$ cat src/rtl/cpu_pkg.sv
// Shared encodings for the multi-cycle sequencer: state codes, RV64I opcodes, op classes.
package cpu_pkg;

   typedef enum logic [2:0] {
      StFetch   = 3'd0,
      StDecode  = 3'd1,
      StExecute = 3'd2,
      StMem     = 3'd3,
      StWb      = 3'd4,
      StHalt    = 3'd5,
      StFault   = 3'd6
   } state_e;

   localparam logic [6:0] OPC_LOAD   = 7'b0000011;
   localparam logic [6:0] OPC_STORE  = 7'b0100011;
   localparam logic [6:0] OPC_OP     = 7'b0110011;
   localparam logic [6:0] OPC_OPIMM  = 7'b0010011;
   localparam logic [6:0] OPC_LUI    = 7'b0110111;
   localparam logic [6:0] OPC_BRANCH = 7'b1100011;
   localparam logic [6:0] OPC_JAL    = 7'b1101111;
   localparam logic [6:0] OPC_JALR   = 7'b1100111;

   localparam logic [2:0] FUNCT3_BEQ = 3'b000;
   localparam logic [2:0] FUNCT3_BNE = 3'b001;

   typedef enum logic [2:0] {
      OpNone,
      OpLoad,
      OpStore,
      OpAlu,
      OpLui,
      OpBranch,
      OpJal,
      OpJalr
   } op_class_e;

endpackage

$ cat src/rtl/seq_wait_timer.sv
// Bus wait counter: cleared on every state change, counts stalled FETCH/MEM cycles and flags
// the cycle on which the count has reached MEM_TIMEOUT-1.
module seq_wait_timer #(
   parameter int unsigned MEM_TIMEOUT = 16,
   parameter int unsigned CNT_W       = 5
) (
   input  logic clk_i,
   input  logic reset_i,
   input  logic clear_i,
   input  logic inc_i,
   output logic timeout_o
);

   logic [CNT_W-1:0] cnt_q, cnt_d;

   always_comb begin
      cnt_d = cnt_q;
      if (clear_i) begin
         cnt_d = '0;
      end else if (inc_i) begin
         cnt_d = cnt_q + CNT_W'(1);
      end
   end

   always_ff @(posedge clk_i) begin
      if (reset_i) begin
         cnt_q <= '0;
      end else begin
         cnt_q <= cnt_d;
      end
   end

   assign timeout_o = (cnt_q == CNT_W'(MEM_TIMEOUT - 1));

endmodule

$ cat src/rtl/cpu_sequencer.sv
// Multi-cycle control sequencer: steps each instruction through FETCH/DECODE/EXECUTE/MEM/WB and
// owns the shared RAM bus, with a ready timeout that parks the core in a sticky FAULT state.
module cpu_sequencer
   import cpu_pkg::*;
#(
   parameter int unsigned MEM_TIMEOUT = 16,
   parameter int unsigned CNT_W       = 5
) (
   input  logic       clk,
   input  logic       reset,
   input  logic [6:0] opcode,
   input  logic [2:0] funct3,
   input  logic       alu_zero,
   input  logic       mem_ready,
   input  logic       halt_req,
   output logic       pc_en,
   output logic       pc_sign,
   output logic       ir_en,
   output logic       reg_en,
   output logic       reg_write,
   output logic       reg_in_dir,
   output logic       alu_en,
   output logic       ram_cs,
   output logic       ram_oe,
   output logic       ram_we,
   output logic       addr_sel,
   output logic [2:0] state,
   output logic       retired,
   output logic       fault
);

   state_e    state_q, state_d;
   op_class_e class_q, class_d;
   op_class_e decoded;
   logic      fault_q;
   logic      retire;
   logic      timeout;
   logic      bus_wait;

   always_comb begin
      unique case (opcode)
         OPC_LOAD:            decoded = OpLoad;
         OPC_STORE:           decoded = OpStore;
         OPC_OP, OPC_OPIMM:   decoded = OpAlu;
         OPC_LUI:             decoded = OpLui;
         OPC_BRANCH:          decoded = OpBranch;
         OPC_JAL:             decoded = OpJal;
         OPC_JALR:            decoded = OpJalr;
         default:             decoded = OpNone;
      endcase
   end

   always_comb begin
      state_d = state_q;
      class_d = class_q;
      retire  = 1'b0;
      unique case (state_q)
         StFetch: begin
            if (mem_ready) begin
               state_d = StDecode;
            end else if (timeout) begin
               state_d = StFault;
            end
         end
         StDecode: begin
            class_d = decoded;
            if (decoded == OpNone) begin
               state_d = StFault;
            end else if (decoded == OpBranch && funct3 != FUNCT3_BEQ
                         && funct3 != FUNCT3_BNE) begin
               state_d = StFault;
            end else begin
               state_d = StExecute;
            end
         end
         StExecute: begin
            unique case (class_q)
               OpLoad, OpStore:              state_d = StMem;
               OpAlu, OpLui, OpJal, OpJalr:  state_d = StWb;
               OpBranch:                     retire  = 1'b1;
               default:                      state_d = StFault;
            endcase
         end
         StMem: begin
            if (mem_ready) begin
               if (class_q == OpLoad) begin
                  state_d = StWb;
               end else begin
                  retire = 1'b1;
               end
            end else if (timeout) begin
               state_d = StFault;
            end
         end
         StWb:    retire = 1'b1;
         StHalt: begin
            if (!halt_req) begin
               state_d = StFetch;
            end
         end
         StFault: state_d = StFault;
         default: state_d = StFault;
      endcase
      // halt_req only matters on the cycle an instruction completes
      if (retire) begin
         state_d = halt_req ? StHalt : StFetch;
      end
   end

   always_ff @(posedge clk) begin
      if (reset) begin
         state_q <= StFetch;
         class_q <= OpNone;
         fault_q <= 1'b0;
      end else begin
         state_q <= state_d;
         class_q <= class_d;
         if (state_d == StFault) begin
            fault_q <= 1'b1;
         end
      end
   end

   assign bus_wait = (state_q == StFetch || state_q == StMem) && !mem_ready;

   seq_wait_timer #(
      .MEM_TIMEOUT (MEM_TIMEOUT),
      .CNT_W       (CNT_W)
   ) u_wait_timer (
      .clk_i     (clk),
      .reset_i   (reset),
      .clear_i   (state_d != state_q),
      .inc_i     (bus_wait),
      .timeout_o (timeout)
   );

   // Reset gates every output combinationally so bus strobes drop in the reset cycle itself.
   always_comb begin
      pc_en      = 1'b0;
      pc_sign    = 1'b0;
      ir_en      = 1'b0;
      reg_en     = 1'b0;
      reg_write  = 1'b0;
      reg_in_dir = 1'b0;
      alu_en     = 1'b0;
      ram_cs     = 1'b0;
      ram_oe     = 1'b0;
      ram_we     = 1'b0;
      addr_sel   = 1'b0;
      state      = 3'd0;
      retired    = 1'b0;
      fault      = 1'b0;
      if (!reset) begin
         state   = state_q;
         retired = retire;
         fault   = fault_q;
         unique case (state_q)
            StFetch: begin
               ram_cs = 1'b1;
               ram_oe = 1'b1;
               ir_en  = mem_ready;
            end
            StDecode: reg_en = 1'b1;
            StExecute: begin
               alu_en = 1'b1;
               reg_en = 1'b1;
               if (class_q == OpBranch) begin
                  pc_en   = 1'b1;
                  pc_sign = alu_zero ^ funct3[0];
               end
            end
            StMem: begin
               ram_cs   = 1'b1;
               addr_sel = 1'b1;
               reg_en   = 1'b1;
               ram_oe   = (class_q == OpLoad);
               ram_we   = (class_q == OpStore);
               pc_en    = (class_q == OpStore) && mem_ready;
            end
            StWb: begin
               reg_write  = 1'b1;
               pc_en      = 1'b1;
               reg_in_dir = (class_q == OpLoad);
               pc_sign    = (class_q == OpJal || class_q == OpJalr);
            end
            default: ;
         endcase
      end
   end

endmodule
$ cat config.mk
export PLATFORM = sky130hd
export DESIGN_NAME = cpu_sequencer
export DESIGN_NICKNAME = d
export VERILOG_FILES = /design/src/rtl/cpu_pkg.sv /design/src/rtl/seq_wait_timer.sv /design/src/rtl/cpu_sequencer.sv
export SDC_FILE = /design/constraint.sdc
export NUM_CORES = 1
export LEC_CHECK = 0
export ABC_AREA = 1
export CAP_MARGIN = 20
export CORE_UTILIZATION = 50
export CTS_CLUSTER_SIZE = 12
export DETAILED_ROUTE_END_ITERATION = 10
export PLACE_DENSITY_LB_ADDON = 0.15
export SLEW_MARGIN = 5
export SYNTH_ARGS = -nofsm -noshare
export SYNTH_HDL_FRONTEND = slang
export SYNTH_SLANG_ARGS = --single-unit
$ cat constraint.sdc
create_clock -name clk -period 5.3 [get_ports clk]
set_input_delay 1.325 -clock clk [delete_from_list [all_inputs] [get_ports clk]]
set_output_delay 1.325 -clock clk [all_outputs]
set_load 0.02 [all_outputs]
==> impl_metrics.ini, run 1 <==
[timing]
timing.final.crit_share_pct = 83.54
finalSetupViolCount = 0
final.setup_skew_ns = 0.006782
finalHoldViolations = 0
worst_pin_slew_ns = 0.6705
min_period_ns = 4.428
setup-tns-final_ns = 0
hold_ws_ns = 0.5071
drv_slew = 0
fmax_mhz = 225.9
relSlewSlack_pct = 55.16
rsz0062_at_grt = false

[setup_path]
critPathTopFamily = buffers and inverters
slowest_delay_ns = 0.75
crit_type = in2out
worstPathRequired_ns = 3.97
startpoint_type = input port
path_cells = clkdlybuf4s50_1 -> nor2_1 -> o21a_1 -> clkdlybuf4s50_1
crit_path_end_kind = output pin
arrival_ns = 3.10
cp_slowest_cell = clkdlybuf4s50_1
crit_buf_inv = 2
path_common_cell = clkdlybuf4s50_1
cp_max_fo = 20

[yosys]
postSynth.asyncResetShare_pct = 0
synth_area_per_cell_um2 = 6.198
seq_area_frac_synth_pct = 22.54
yosysWarnings = 0
syn-num-nets = 189
ys_ff_latch = 12
synth_edf_count = 0
synth_cells = 172
synthFlopType = dfxtp_1
synth_area_mm2 = 0.001066
yosysUniqueCellTypes = 34

[route]
routed_wl_mm = 2.526
first_iter_violations = 33
drt_first_pass_iters = 4
drc = 0
ant_nets = 0
wire_per_inst_um = 10.98
vias_per_cell = 5.178
vias = 1191

[clock_network]
worstSkewPairLatency_ns = 0.27
postCtsResizedCells = 0
clk_pin_slew_ns = 0.08
post_cts_buffers = 0
cts_root_buf = clkbuf_4
cts_buffers = 3
cts.sinks = 12
cts_max_level = 1
cts_hold_buf = 0
clockBufferDepth = 2
cts_tree = yes

[floorplan]
std_cell_rows = 16
dieArea_mm2 = 0.002321
fp.dieW_um = 48.18
io_pins = 31
die-height_um = 48.18
initial_utilization_pct = 53.79
fp.coreArea_mm2 = 0.001982

[power]
p_comb_share_pct = 63.2
leakagePower_nw = 0.6182
ir_drop_v = 0.0002918
clkPwrFrac_pct = 11.3
power_uw = 627.2
pwr-share-seq_pct = 25.5
p_int_uw = 311.0
netSwitchingFraction_pct = 50.42
power_switching_uw = 316.2
powerDensity_mw_per_mm2 = 442.4

[final_layout]
antennaDiodeCount = 0
drive_gt1_share_pct = 12.32
syn2layout_area_growth_pct = 32.98
finalNetCount = 221
fillers = 167

[outcome]
status = finished clean

[placed_design]
dp_hpwl_mm = 2.024
gp_congestion = 0.9812
port_buffers = 30

[grt]
grt_pass1_wl_mm = 3.946
grt_max_degree = 21
antenna_found_initial = 0
grt_pass1_vias = 979
overflow = 0
grtUsageTotal_pct = 23.80

[min_path]
hp-class = reg2reg

[job]
timing.max_cap.violations = 0
## state kept, by name, indices dropped and copies added, names as in the netlist
name	count
fault_q	1
state_q	3
u_wait_timer.cnt_q	5
class_q	3
## cell families after synthesis
| group | synth area share, % |
|---|---|
| AOI/OAI and AO/OA | 11.62 |
| buffers and inverters | 11.85 |
| muxes | 0.9390 |
| DFF | 22.54 |
| and+or+nand+nor | 47.42 |
| adders and majority gates | 2.347 |
| xor gates and xnor gates | 3.287 |
## tightest hold or removal path: stages, from the launching register on
cell     delay [ns]
dfxtp_1        0.30
inv_1          0.07
o22ai_1        0.09
## power groups by stage
stage / Combinational (mW) / Sequential [mW] / Clock [mW]
2_1_floorplan: 0.291 / 0.147 / 0
3_3_place_gp: 0.382 / 0.161 / 0
3_5_place_dp: 0.390 / 0.162 / 0
4_1_cts: 0.394 / 0.159 / 0.0728
5_1_grt: 0.444 / 0.165 / 0.0766
6_report: 0.396 / 0.160 / 0.0710
## area by class of cell
type                    instances  area [um2]  area share (%)
multi-input cells             129       699.4           49.34
repair buffers                 30       300.3           21.18
flip-flops and latches         12       240.2           16.95
well taps                      27       33.78           2.383
clock buffers                   4       36.28           2.560
inverters                      28       107.6           7.590
## routing by layer
layer / up-vias / global-route usage, % / part of all wire, %
met5: - / 0 / 0
met4: 0 / 7.222 / 0.67
met3: 4 / 5.926 / 5.1
met2: 38 / 41.07 / 49
met1: 524 / 28.92 / 45
li1: 625 / - / -
## per-stage QoR
| step | setup slack (ns) | cell area, um2 | util, % | std cells |
|---|---|---|---|---|
| global placement | 0.9173 | 1381 | 69.70 | 226 |
| detailed placement | 0.9036 | 1381 | 69.70 | 226 |
| CTS | 0.8585 | 1418 | 71.53 | 230 |
| floorplan | 1.833 | 1066 | - | 172 |
| finish | 0.8724 | 1418 | 71.53 | 230 |
| global route | 0.7536 | 1418 | 71.53 | 230 |
## synth_stat cells, types with 2 or more instances
cell	n	share of area [%]
a31oi_1	2	1.2
nor3_1	5	2.3
xnor2_1	2	1.6
nand3_1	15	7.0
o21ai_0	4	1.9
dfxtp_1	12	23
nor2_1	27	9.5
nor2_2	4	2.3
o211ai_1	2	1.4
ha_1	2	2.3
nand3_2	2	1.9
a21oi_1	6	2.8
inv_1	23	8.1
nand2_2	4	2.3
nor2_4	2	2.1
xor2_1	2	1.6
inv_2	4	1.4
nand4_1	8	4.7
nand2_1	30	11
clkbuf_1	2	0.70
## path summary, 6_finish.rpt
kind / slack (ns) / cells after the start / start / endpoint
setup / recovery: 0.87 / 4 / reset / ram_oe
hold / removal: 0.51 / 2 / fault_q$_SDFFE_PP0N_ / fault_q$_SDFFE_PP0N_
setup reg to reg: 3.33 / 15 / u_wait_timer.cnt_q[0]$_SDFFE_PP0P_ / u_wait_timer.cnt_q[0]$_SDFFE_PP0P_
hold reg to reg: 0.51 / 2 / fault_q$_SDFFE_PP0N_ / fault_q$_SDFFE_PP0N_
## cells in the final DEF (no fill, tap or decap), types with 5 or more instances in the layout
master,n
nand4_1,8
dfxtp_1,12
nor3_1,5
clkdlybuf4s50_1,30
a21oi_1,6
nand2_1,30
nand3_1,15
nor2_1,27
inv_1,23
Power figures use the tool's default switching activity.
==> inputs of run 2 (changes only) <==
--- a/config.mk
+++ b/config.mk
@@ -7,7 +7,7 @@
 export LEC_CHECK = 0
 export ABC_AREA = 1
 export CAP_MARGIN = 20
-export CORE_UTILIZATION = 50
+export CORE_UTILIZATION = 42
 export CTS_CLUSTER_SIZE = 12
 export DETAILED_ROUTE_END_ITERATION = 10
 export PLACE_DENSITY_LB_ADDON = 0.15
==> constraint.sdc (replaced) <==
create_clock -name clk -period 3.6 [get_ports clk]
set_input_delay 0.9 -clock clk [delete_from_list [all_inputs] [get_ports clk]]
set_output_delay 0.9 -clock clk [all_outputs]
set_load 0.02 [all_outputs]
==> run 2 against run 1 <==
Clock-buffer cell count is 1 lower. Clock power is 19% higher. Combinational power is 47% higher. Flip-flop and latch count stayed put. First-iteration DRC count is 24% lower. Via count is 2.5% higher. Core utilization is 9.7 points lower. Global-route usage is 1.7 points lower. Critical endpoint is now retired. Highest routed layer unchanged. Die area is 18% higher. Worst hold slack worse by 0.018 ns. Wire length is 8.2% higher. Critical path depth is 4 higher.
==> impl_metrics.ini, run 2 (same netlist as run 1, synthesis figures left out) <==
[route]
first_iter_violations = 25
drc = 0
routed_wl_mm = 2.734
drt_first_pass_iters = 4
vias_per_cell = 5.263
wire_per_inst_um = 11.78
ant_nets = 0
vias = 1221

[timing]
min_period_ns = 3.385
relSlewSlack_pct = 71.70
final.setup_skew_ns = 0.006702
timing.final.crit_share_pct = 94.03
worst_pin_slew_ns = 0.4239
finalSetupViolCount = 0
rsz0062_at_grt = false
setup-tns-final_ns = 0
finalHoldViolations = 0
setup_slack_ns = 0.2149
fmax_mhz = 295.4
drv_slew = 0
hold_ws_ns = 0.4890

[grt]
grt_max_degree = 18
overflow = 0
antenna_found_initial = 0
grt_pass1_vias = 1057
grtUsageTotal_pct = 22.13
grt_pass1_wl_mm = 4.567

[placed_design]
dpl_cell_area_mm2 = 0.001398
dp_hpwl_mm = 2.253
dp_cells = 229
post-place-ws_ns = 0.2180
port_buffers = 30
gp_congestion = 0.9048

[final_layout]
top_register = u_wait_timer.cnt_q
finalNetCount = 223
stdcell_area_mm2 = 0.001420
final-seq-area_um2 = 240.2
layout_common_cells = 30 x nand2_1, 30 x clkdlybuf4s50_1, 27 x nor2_1
largest_reg_flops = 5
drive_gt1_share_pct = 12.75
final_cells = 232
antennaDiodeCount = 0
syn2layout_area_growth_pct = 33.22
reg_top3 = u_wait_timer.cnt_q x5, class_q x3, state_q x3
multiInputGateArea_um2 = 699.4
fillers = 229
fin_util_pct = 61.82

[min_path]
hp-class = reg2reg
min_path_cells = 2

[setup_path]
startpoint_type = input port
cp_max_fo = 5
worstPathRequired_ns = 2.70
crit_path_end_kind = output pin
arrival_ns = 2.49
worst_r2r_path_depth = 15
r2r_slack_ns = 1.58
crit_type = in2out

[power]
ir_drop_v = 0.0003767
leakagePower_nw = 0.6206
powerDensity_mw_per_mm2 = 636.0
power_uw = 903.2

[outcome]
status = finished clean

[clock_network]
cts_hold_buf = 0
clk_pin_slew_ns = 0.07
clockBufferDepth = 2
cts.sinks = 12
cts_tree = yes
cts_root_buf = clkbuf_4
worstSkewPairLatency_ns = 0.27
postCtsResizedCells = 0
post_cts_buffers = 0
cts_buffers = 3
cts_max_level = 1

[floorplan]
fp.dieW_um = 52.38
io_pins = 31
initial_utilization_pct = 46.41
dieArea_mm2 = 0.002744
std_cell_rows = 17
die-height_um = 52.38
fp.coreArea_mm2 = 0.002297

[job]
timing.max_cap.violations = 0
-- run 2: cell types whose count changed in the layout (fill, tap and decap cells not counted) --
cell	delta
clkbuf_8	-1
buf_4	+2
-- run 2: final timing paths --
path                                       from                                 end
min reg2reg                fault_q$_SDFFE_PP0N_                fault_q$_SDFFE_PP0N_
max reg2reg  u_wait_timer.cnt_q[0]$_SDFFE_PP0P_  u_wait_timer.cnt_q[2]$_SDFFE_PP0P_
max                                   mem_ready                             retired
min                        fault_q$_SDFFE_PP0N_                fault_q$_SDFFE_PP0N_
-- run 2: final cells by class --
type	instances	share of cell area, %
multi-input combinational	129	49.25
inverter	28	7.577
tap	28	2.467
sequential	12	16.92
clock buffer	3	1.586
timing repair buffer	32	22.20
-- run 2: where the power goes --
| group | internal, mW | leakage [nW] | switching, mW | total (mW) |
|---|---|---|---|---|
| sequential | 0.173 | 0.0978 | 0.0634 | 0.237 |
| combinational | 0.225 | 0.509 | 0.357 | 0.582 |
| clock | 0.0387 | 0.0138 | 0.0457 | 0.0845 |
-- run 2: critical path, cell delays in order --
cell and delay [ns]:
clkdlybuf4s50_1 0.48, inv_1 0.08, nor2_4 0.14, nand2_2 0.08
inv_2 0.07, nor2_4 0.05, nor2_1 0.09, clkdlybuf4s50_1 0.60
-- run 2: layer usage --
| metal | up-vias | GRT usage (%) | part of all wire, % |
|---|---|---|---|
| met2 | 32 | 37.76 | 48 |
| li1 | 630 | - | - |
| met3 | 4 | 3.768 | 4.7 |
| met1 | 555 | 28.05 | 46 |
| met5 | - | 0 | 0 |
| met4 | 0 | 6.579 | 1.2 |
==> inputs of run 3 (changes only) <==
--- a/config.mk
+++ b/config.mk
@@ -10,6 +10,7 @@
 export CORE_UTILIZATION = 42
 export CTS_CLUSTER_SIZE = 12
 export DETAILED_ROUTE_END_ITERATION = 10
+export HOLD_SLACK_MARGIN = 0.1
 export PLACE_DENSITY_LB_ADDON = 0.15
 export SLEW_MARGIN = 5
 export SYNTH_ARGS = -nofsm -noshare
==> results of run 3 <==
Final layout, timing and power as in run 2 (identical DEF).
